File: config.mk
export PLATFORM = sky130hd
export DESIGN_NAME = sw_host_driver
export DESIGN_NICKNAME = d
export VERILOG_FILES = /design/src/rtl/sw_host_pkg.sv /design/src/rtl/sw_phase_timer.sv /design/src/rtl/sw_host_driver.sv
export SDC_FILE = /design/constraint.sdc
export NUM_CORES = 1
export LEC_CHECK = 0
export BUFFER_PORTS_ARGS = -buffer_cell sky130_fd_sc_hd__buf_2
export CORE_MARGIN = 5
export CORE_UTILIZATION = 45
export CTS_CLUSTER_DIAMETER = 60
export CTS_CLUSTER_SIZE = 30
export DETAILED_ROUTE_END_ITERATION = 8
export GPL_TIMING_DRIVEN = 0
export PLACE_DENSITY_LB_ADDON = 0.05
export SLEW_MARGIN = 30
export SYNTH_ARGS = -nofsm -noshare
export SYNTH_HDL_FRONTEND = slang
export SYNTH_SLANG_ARGS = --single-unit
File: constraint.sdc
create_clock -name Clock -period 2.55 [get_ports Clock]
set_input_delay 0.51 -clock Clock [delete_from_list [all_inputs] [get_ports Clock]]
set_output_delay 0.51 -clock Clock [all_outputs]
set_load 0.1 [all_outputs]
File: src/rtl/sw_host_pkg.sv
// Shared types and SW bus bit positions for the picoMips switch/LED host driver.
package sw_host_pkg;

  typedef enum logic [2:0] {
    IDLE,
    X_HI,
    X_LO,
    Y_HI,
    Y_LO,
    R_HI,
    R_LO,
    RES
  } state_t;

  localparam int SW_RUN_BIT = 9;
  localparam int SW_STB_BIT = 8;
  localparam int SW_DATA_W  = 8;

  function automatic logic phase_timed(input state_t s);
    return (s != IDLE) && (s != RES);
  endfunction

  // High phases drive SW8=1; every timed phase is either high or low.
  function automatic logic phase_hi(input state_t s);
    return (s == X_HI) || (s == Y_HI) || (s == R_HI);
  endfunction

endpackage

File: src/rtl/sw_phase_timer.sv
// Loadable down-counter shared by every timed phase; done is high while the count sits at zero.
module sw_phase_timer #(
  parameter int CNT_W = 5
) (
  input  logic             Clock,
  input  logic             Reset,
  input  logic             load,
  input  logic [CNT_W-1:0] load_val,
  output logic             done
);

  logic [CNT_W-1:0] cnt;

  always_ff @(posedge Clock) begin
    if (Reset) begin
      cnt <= '0;
    end else if (load) begin
      cnt <= load_val;
    end else if (cnt != '0) begin
      cnt <= cnt - CNT_W'(1);
    end
  end

  assign done = (cnt == '0);

endmodule

File: src/rtl/sw_host_driver.sv
// Host driver that walks the picoMips SW8 handshake for one (x,y) pair and returns the LED results.
// Optional build macro SW_HOST_LED_STABLE_EN: Y_LO/R_HI wait for led_i to settle before sampling.
//
// state | meaning
// IDLE  | core running, waiting for operands (in_ready=1)
// X_HI  | x on data, SW8=1
// X_LO  | x on data, SW8=0
// Y_HI  | y on data, SW8=1
// Y_LO  | y on data, SW8=0, x2 sampled on exit
// R_HI  | data=0, SW8=1, y2 sampled on exit
// R_LO  | data=0, SW8=0, core back at its wait-for-SW8 point
// RES   | result held until res_ready
module sw_host_driver
  import sw_host_pkg::*;
#(
  parameter int HI_CYC     = 32,
  parameter int LO_CYC     = 32,
  parameter int STABLE_CYC = 8
) (
  input  logic                        Clock,
  input  logic                        Reset,
  input  logic                        in_valid,
  output logic                        in_ready,
  input  logic [SW_DATA_W-1:0]        in_x,
  input  logic [SW_DATA_W-1:0]        in_y,
  output logic                        res_valid,
  input  logic                        res_ready,
  output logic signed [SW_DATA_W-1:0] res_x2,
  output logic signed [SW_DATA_W-1:0] res_y2,
  output logic [SW_RUN_BIT:0]         sw_o,
  input  logic [SW_DATA_W-1:0]        led_i,
  output logic                        busy
);

  localparam int MAX_CYC = (HI_CYC > LO_CYC) ? HI_CYC : LO_CYC;
  localparam int CNT_W   = $clog2(MAX_CYC);

  if (HI_CYC < 32 || LO_CYC < 32 || STABLE_CYC < 1) begin : g_bad_param
    $error("sw_host_driver: HI_CYC/LO_CYC must be >= 32 and STABLE_CYC >= 1");
  end

  state_t               state, state_nxt;
  logic [SW_DATA_W-1:0] x_q, y_q, x_nxt, y_nxt, data_nxt;
  logic                 accept, advance, sample_ok;
  logic                 tmr_load, tmr_done;
  logic [CNT_W-1:0]     tmr_val;

  sw_phase_timer #(.CNT_W(CNT_W)) u_timer (
    .Clock    (Clock),
    .Reset    (Reset),
    .load     (tmr_load),
    .load_val (tmr_val),
    .done     (tmr_done)
  );

`ifdef SW_HOST_LED_STABLE_EN
  localparam int STAB_W = $clog2(STABLE_CYC + 1);

  // run_q: length of the current led_i run as of the previous cycle, 0 right after state entry.
  logic [STAB_W-1:0]    run_q, run_now;
  logic [SW_DATA_W-1:0] led_prev;

  always_comb begin
    if (run_q == '0 || led_i != led_prev) begin
      run_now = STAB_W'(1);
    end else if (run_q == STAB_W'(STABLE_CYC)) begin
      run_now = run_q;
    end else begin
      run_now = run_q + STAB_W'(1);
    end
  end

  always_ff @(posedge Clock) begin
    if (Reset) begin
      run_q    <= '0;
      led_prev <= '0;
    end else begin
      led_prev <= led_i;
      run_q    <= tmr_load ? '0 : run_now;
    end
  end

  assign sample_ok = ((state != Y_LO) && (state != R_HI)) ||
                     (run_now == STAB_W'(STABLE_CYC));
`else
  assign sample_ok = 1'b1;
`endif

  always_comb begin
    accept    = (state == IDLE) && in_valid && in_ready;
    advance   = phase_timed(state) && tmr_done && sample_ok;
    state_nxt = state;
    case (state)
      IDLE:    if (accept)    state_nxt = X_HI;
      X_HI:    if (advance)   state_nxt = X_LO;
      X_LO:    if (advance)   state_nxt = Y_HI;
      Y_HI:    if (advance)   state_nxt = Y_LO;
      Y_LO:    if (advance)   state_nxt = R_HI;
      R_HI:    if (advance)   state_nxt = R_LO;
      R_LO:    if (advance)   state_nxt = RES;
      RES:     if (res_ready) state_nxt = IDLE;
      default:                state_nxt = IDLE;
    endcase

    x_nxt = accept ? in_x : x_q;
    y_nxt = accept ? in_y : y_q;
    case (state_nxt)
      X_HI, X_LO: data_nxt = x_nxt;
      Y_HI, Y_LO: data_nxt = y_nxt;
      default:    data_nxt = '0;
    endcase

    // Reload on every entry into a timed phase, so the count never has to wrap.
    tmr_load = (state_nxt != state) && phase_timed(state_nxt);
    tmr_val  = phase_hi(state_nxt) ? CNT_W'(HI_CYC - 1) : CNT_W'(LO_CYC - 1);
  end

  // Outputs are decoded from the next state so they change on the same edge as the state.
  always_ff @(posedge Clock) begin
    if (Reset) begin
      state     <= IDLE;
      x_q       <= '0;
      y_q       <= '0;
      res_x2    <= '0;
      res_y2    <= '0;
      sw_o      <= '0;
      in_ready  <= 1'b0;
      res_valid <= 1'b0;
      busy      <= 1'b0;
    end else begin
      state <= state_nxt;
      x_q   <= x_nxt;
      y_q   <= y_nxt;
      if (state == Y_LO && advance) res_x2 <= $signed(led_i);
      if (state == R_HI && advance) res_y2 <= $signed(led_i);
      sw_o      <= {1'b1, phase_hi(state_nxt), data_nxt};
      in_ready  <= (state_nxt == IDLE);
      res_valid <= (state_nxt == RES);
      busy      <= (state_nxt != IDLE);
    end
  end

endmodule

* After elaboration in Yosys (flattened, before gate mapping) *
Cells that the tools add are included.

operators by class
  reduce and logical (&&, ||, !) cells = 19
  mux-type cells = 15
  equal/unequal tests = 16
  $add $sub $neg = 1

operators with widths
  kind                                               count
  2-to-1 mux 3 bit                                   8
  one-hot mux 3 bit (8 select lines)                 1
  == test 3 bit (second input constant)              7
  2-to-1 mux 8 bit                                   2
  one-hot mux 8 bit (2 select lines)                 1
  == test 3 x 2 -> 1 bit (second input constant)     4
  2-to-1 mux 10 bit                                  1
  2-to-1 mux 5 bit                                   2
  logical AND 1 bit                                  8
  == test 3 x 1 -> 1 bit (second input constant)     2
  logical NOT 3 bit                                  2
  != test 3 bit (second input constant)              2
  nonzero test 3 bit                                 2
  logical NOT 5 bit                                  1
  nonzero test 5 bit                                 1
  subtractor 5 x 1 -> 5 bit (second input constant)  1
  OR reduction 2 bit                                 2
  != test 3 bit                                      1
  logical OR 1 bit                                   2
  nonzero test 2 bit                                 1

storage, ports and cells
  logic and storage cells = 62
  register bits after elaboration = 53

* Longest topological paths before layout *
  depth after elaboration = 9
  depth in mapped cells = 7

* Modules after synthesis *
A second synthesis with hierarchy kept.

second synthesis, totals
  cell total of the unflattened synthesis = 214
  area total of the unflattened synthesis = 2,062.0 um2

by module, submodules not included
  module          sequential area each (um2)  instances  cells an instance  area each (um2)
  sw_host_driver  960.9                       1          182                1,774.2
  sw_phase_timer  100.1                       1          32                 287.8

* Least setup slack after synthesis *
No wires, ideal clock.

  path type = register to register
  start point = register in_ready
  end point = register sw_o[6]
  clock period less this slack = 2.033 ns
  data required time = 2.412 ns
  cell stages (with the launch flop) = 4
  setup time = 0.138 ns
  arrival = 1.895 ns
  slack = 0.517 ns
  path through = dfxtp_1 -> nand3_1 -> mux2i_1 -> o32ai_1

between the ends
  cells in the longest elaborated chain, start to end = 6
  elaborated cells on any way between the ends = 12
  classes of those cells = eq/ne: 4; mux: 5; reduce/logical: 3

RTL lines
  item                                            line                   text
  start, declared                                 sw_host_driver.sv:23   output logic in_ready,
  start signal, assigned                          sw_host_driver.sv:137  in_ready <= (state_nxt == IDLE);
  logical AND 1 bit (*)                           sw_host_driver.sv:90   accept = (state == IDLE) && in_valid && in_ready;
  2-to-1 mux 3 bit                                sw_host_driver.sv:94   IDLE: if (accept) state_nxt = X_HI;
  one-hot mux 3 bit (8 select lines)              sw_host_driver.sv:93   case (state)
  == test 3 x 2 -> 1 bit (tied with other cells)  sw_host_driver.sv:107  case (state_nxt)
  OR reduction 2 bit                              sw_host_driver.sv:107
  one-hot mux 8 bit (2 select lines) (*)          sw_host_driver.sv:107
  end signal, assigned                            sw_host_driver.sv:136  sw_o <= {1'b1, phase_hi(state_nxt), data_nxt};
  end, declared                                   sw_host_driver.sv:30   output logic [SW_RUN_BIT:0] sw_o,

Every way passes the cells marked *; elsewhere a longest branch is shown, timed or not.
A chain may end at the register's enable or synchronous reset.

* Worst setup path in the final report *
  start point = register u_timer.cnt[0]
  end point = register sw_o[7]

between the ends
  cells in the longest elaborated chain, start to end = 7
  elaborated cells on any way between the ends = 16
  classes of those cells = eq/ne: 4; mux: 8; reduce/logical: 4

RTL lines
  item                                            line                   text
  start, declared                                 sw_phase_timer.sv:12   logic [CNT_W-1:0] cnt;
  start signal, assigned                          sw_phase_timer.sv:18   cnt <= load_val;
  start signal, assigned                          sw_phase_timer.sv:20   cnt <= cnt - CNT_W'(1);
  logical NOT 5 bit (*)                           sw_phase_timer.sv:24   assign done = (cnt == '0);
  logical AND 1 bit (*)                           sw_host_driver.sv:91   advance = phase_timed(state) && tmr_done && sample_ok;
  2-to-1 mux 3 bit (tied with other cells)        sw_host_driver.sv:100  R_LO: if (advance) state_nxt = RES;
  one-hot mux 3 bit (8 select lines) (*)          sw_host_driver.sv:93
  == test 3 x 2 -> 1 bit (tied with other cells)  sw_host_driver.sv:107
  OR reduction 2 bit                              sw_host_driver.sv:107
  one-hot mux 8 bit (2 select lines) (*)          sw_host_driver.sv:107

Marks and branches as above.

==> qor.csv <==
metric;value;unit
status;complete, no violations;
path_cells;inv_1 > ha_1 > nor4b_4 > nor2_1 > mux2i_2 > o32ai_1;
tightestPinTransition;559.8;ps
peakVddDrop;322.9;uV
rows;25;
synth_mux_area_share;16.52;%
fin_area;2581;um2
async_flop_share;0;%
cts_root_buf;clkbuf_8;
start_util;45.99;%
switching_share;36.32;%
slew_violations;0;
gp_congestion;0.7588;
clock.fmax;483.5;MHz
tns;0;ps
synthXorXnorAreaFrac;1.226;%
mappedNetlistArea;2143;um2
grt_overflow_total;0;
core_area;4661;um2
synth_top_family_by_area;simple AND/OR/NAND/NOR gates;
placed_cell_area;2491;um2
synth-simple-area-share;18.21;%
power_frac_comb;32.4;%
clock_latency;300;ps
p_clk_share;22.3;%
hp-start;led_i[1];
dieHeight;79.02;um
fin_crit;2068;ps
final_nets;307;
antenna_found_initial;0;
ys.flop_type;dfxtp_1;
syn_area_per_cell;10.02;um2
critical_path_buf_inv_count;1;
reg2reg_from;u_timer.cnt[0]$_SDFFE_PP0P_;
grt_util_all_layers;15.30;%
area_growth;20.43;%
hold_viol;0;
synthTopCellsByCount;53 x dfxtp_1, 34 x mux2i_1, 32 x nor2_1, 18 x nor2b_1, 12 x inv_1;
yosysTopAreaCell;dfxtp_1;
syn-num-nets;244;
die_w;79.02;um
dr.pass1.iters;4;
p_per_area;826.1;nW/um2
drtIter0Drc;66;
cts_buffer_depth;2;
required;2720;ps
final_core_util;55.38;%
num_vias;1636;
die_area;6243;um2
postRouteAntennaNets;0;
crit_path_end_kind;flip-flop;
dp_hpwl;3287;um
hold_buffers;0;
cts_tree;done;
rsz0062_at_grt;no;
cpPeakStageDelay;510;ps
synthCells;214;
crit_start;u_timer.cnt[0]$_SDFFE_PP0P_;
synth_most_common_cell;dfxtp_1;
ys_ff_latch;53;
cp_slowest_cell;mux2i_2;
drive_above_1_share;27.34;%
hp-class;input pin to flip-flop;
yosysWarnings;0;
finalSetupViolCount;0;
critPathMaxFanout;8;
worst_path_dominant_cell_family;simple AND/OR/NAND/NOR gates;
fin_worst_skew;3.489;ps
maxCapViolations;0;
setup_slack;481.6;ps
cts.reportedPaths.clkPinSlew;100;ps
crit_type;flip-flop to flip-flop;
power.leakage;1.334;nW
postCtsSetupBuffers;0;
antenna_cells;0;
pwr-share-seq;45.2;%
p_switching;0.7745;mW
viasPerCell;4.928;
ys_top_cells_by_area;dfxtp_1 50%, mux2i_1 16%, nor2_1 5.6%;
cellInternalPower;1.358;mW
grt_pass1_wl;7521;um
synth_top_area_share;49.50;%
cts_buffers;5;
cts_num_sinks;53;
place_ws;471.2;ps
synth.distinct_cells;33;
synth_edf_count;0;
cts_resized;0;
relSlewSlack;61.94;%
seq_area_frac_synth;49.50;%
drt-wirelength-per-cell;13.49;um
critPathLaunchType;flip-flop;
synth_adder_area_share;1.168;%
arrival;2240;ps
port_buffers;56;
grt_pass1_vias;1576;
wirelength;4479;um
fin_crit_sh;81.11;%
synth_compound_area_share;8.173;%
h-tree-depth;2;
io_pins;57;
grt_max_degree;18;
route.detailed.drc;0;
layer usage:
metal  GRT usage [%]  vias up  part of all wire, %
li1                -      845                    -
met4           4.124        0                  1.1
met1           21.13      750                   49
met5               0        -                    0
met2           23.82       35                   45
met3           3.741        6                  4.8
cell type report:
| type | count | area (um2) |
|---|---|---|
| fill | 431 | 2079 |
| sequential | 53 | 1061 |
| multi-input combinational | 137 | 970.9 |
| timing repair buffer | 56 | 280.3 |
| clock buffer | 5 | 68.82 |
| tap | 54 | 67.56 |
| buffer | 12 | 66.31 |
| inverter | 12 | 45.04 |
| clock inverter | 3 | 21.27 |
logic make-up (layout without fill, tap and decap cells):
kind of cell | count (synthesis) | after routing
XOR/XNOR | 3 | 3
multiplexers | 35 | 35
buffers and inverters | 24 | 88
adder cells (fa/ha/maj) | 2 | 2
AO/OA/AOI/OAI | 25 | 25
AND/OR/NAND/NOR | 72 | 72
flip-flops | 53 | 53
registers in the layout (all words and copies together) (netlist names):
name and cells:
sw_o 10, res_x2 8, res_y2 8, x_q 8
y_q 8, u_timer.cnt 5, state 3, busy 1
in_ready 1, res_valid 1
path summary, 6_finish.rpt:
| kind | depth (start not counted) | slack, ps | endpoint |
|---|---|---|---|
| hold / removal | 3 | 450 | res_y2[1]$_SDFFE_PP0P_ |
| hold reg to reg | 2 | 500 | res_y2[6]$_SDFFE_PP0P_ |
| setup / recovery | 6 | 480 | sw_o[7]$_SDFF_PP0_ |
| setup reg to reg | 6 | 480 | sw_o[7]$_SDFF_PP0_ |
worst reg2reg max path, delay by kind of cell (launching register included):
family,cells,cell delay [ps]
AO/OA/AOI/OAI,1,180
flip-flops,1,330
adder cells (fa/ha/maj),1,200
AND/OR/NAND/NOR,2,610
buffers and inverters,1,110
multiplexers,1,510
placed cells by master, fill, tap and decap left out, types with 2 or more instances in the layout:
master,instances
buf_2,58
dfxtp_1,53
mux2i_1,34
nor2_1,32
nor2b_1,18
inv_1,12
a21oi_1,10
o32ai_1,8
clkbuf_1,7
nand2_1,7
clkbuf_8,5
nor3_1,4
o21ai_0,3
buf_6,2
xor2_1,2
ha_1,2
power groups by stage:
stage / sequential (mW) / combinational [mW] / clock, mW
floorplan: 1.11 / 0.429 / 0
global route: 0.975 / 0.767 / 0.530
CTS: 0.965 / 0.695 / 0.491
detailed placement: 0.985 / 0.693 / 0
global placement: 0.984 / 0.692 / 0
finish: 0.965 / 0.692 / 0.476
per-stage QoR:
step | power [mW] | cells | hold slack (ps)
final | 2.132 | 332 | 449.7
after global routing | 2.272 | 332 | 454.2
after CTS | 2.151 | 332 | 442.3
after detailed placement | 1.678 | 324 | 481.4
after global placement | 1.676 | 324 | 471.1
after floorplan | 1.542 | 214 | 459.0
No activity file was read; power rests on OpenSTA's default activity.
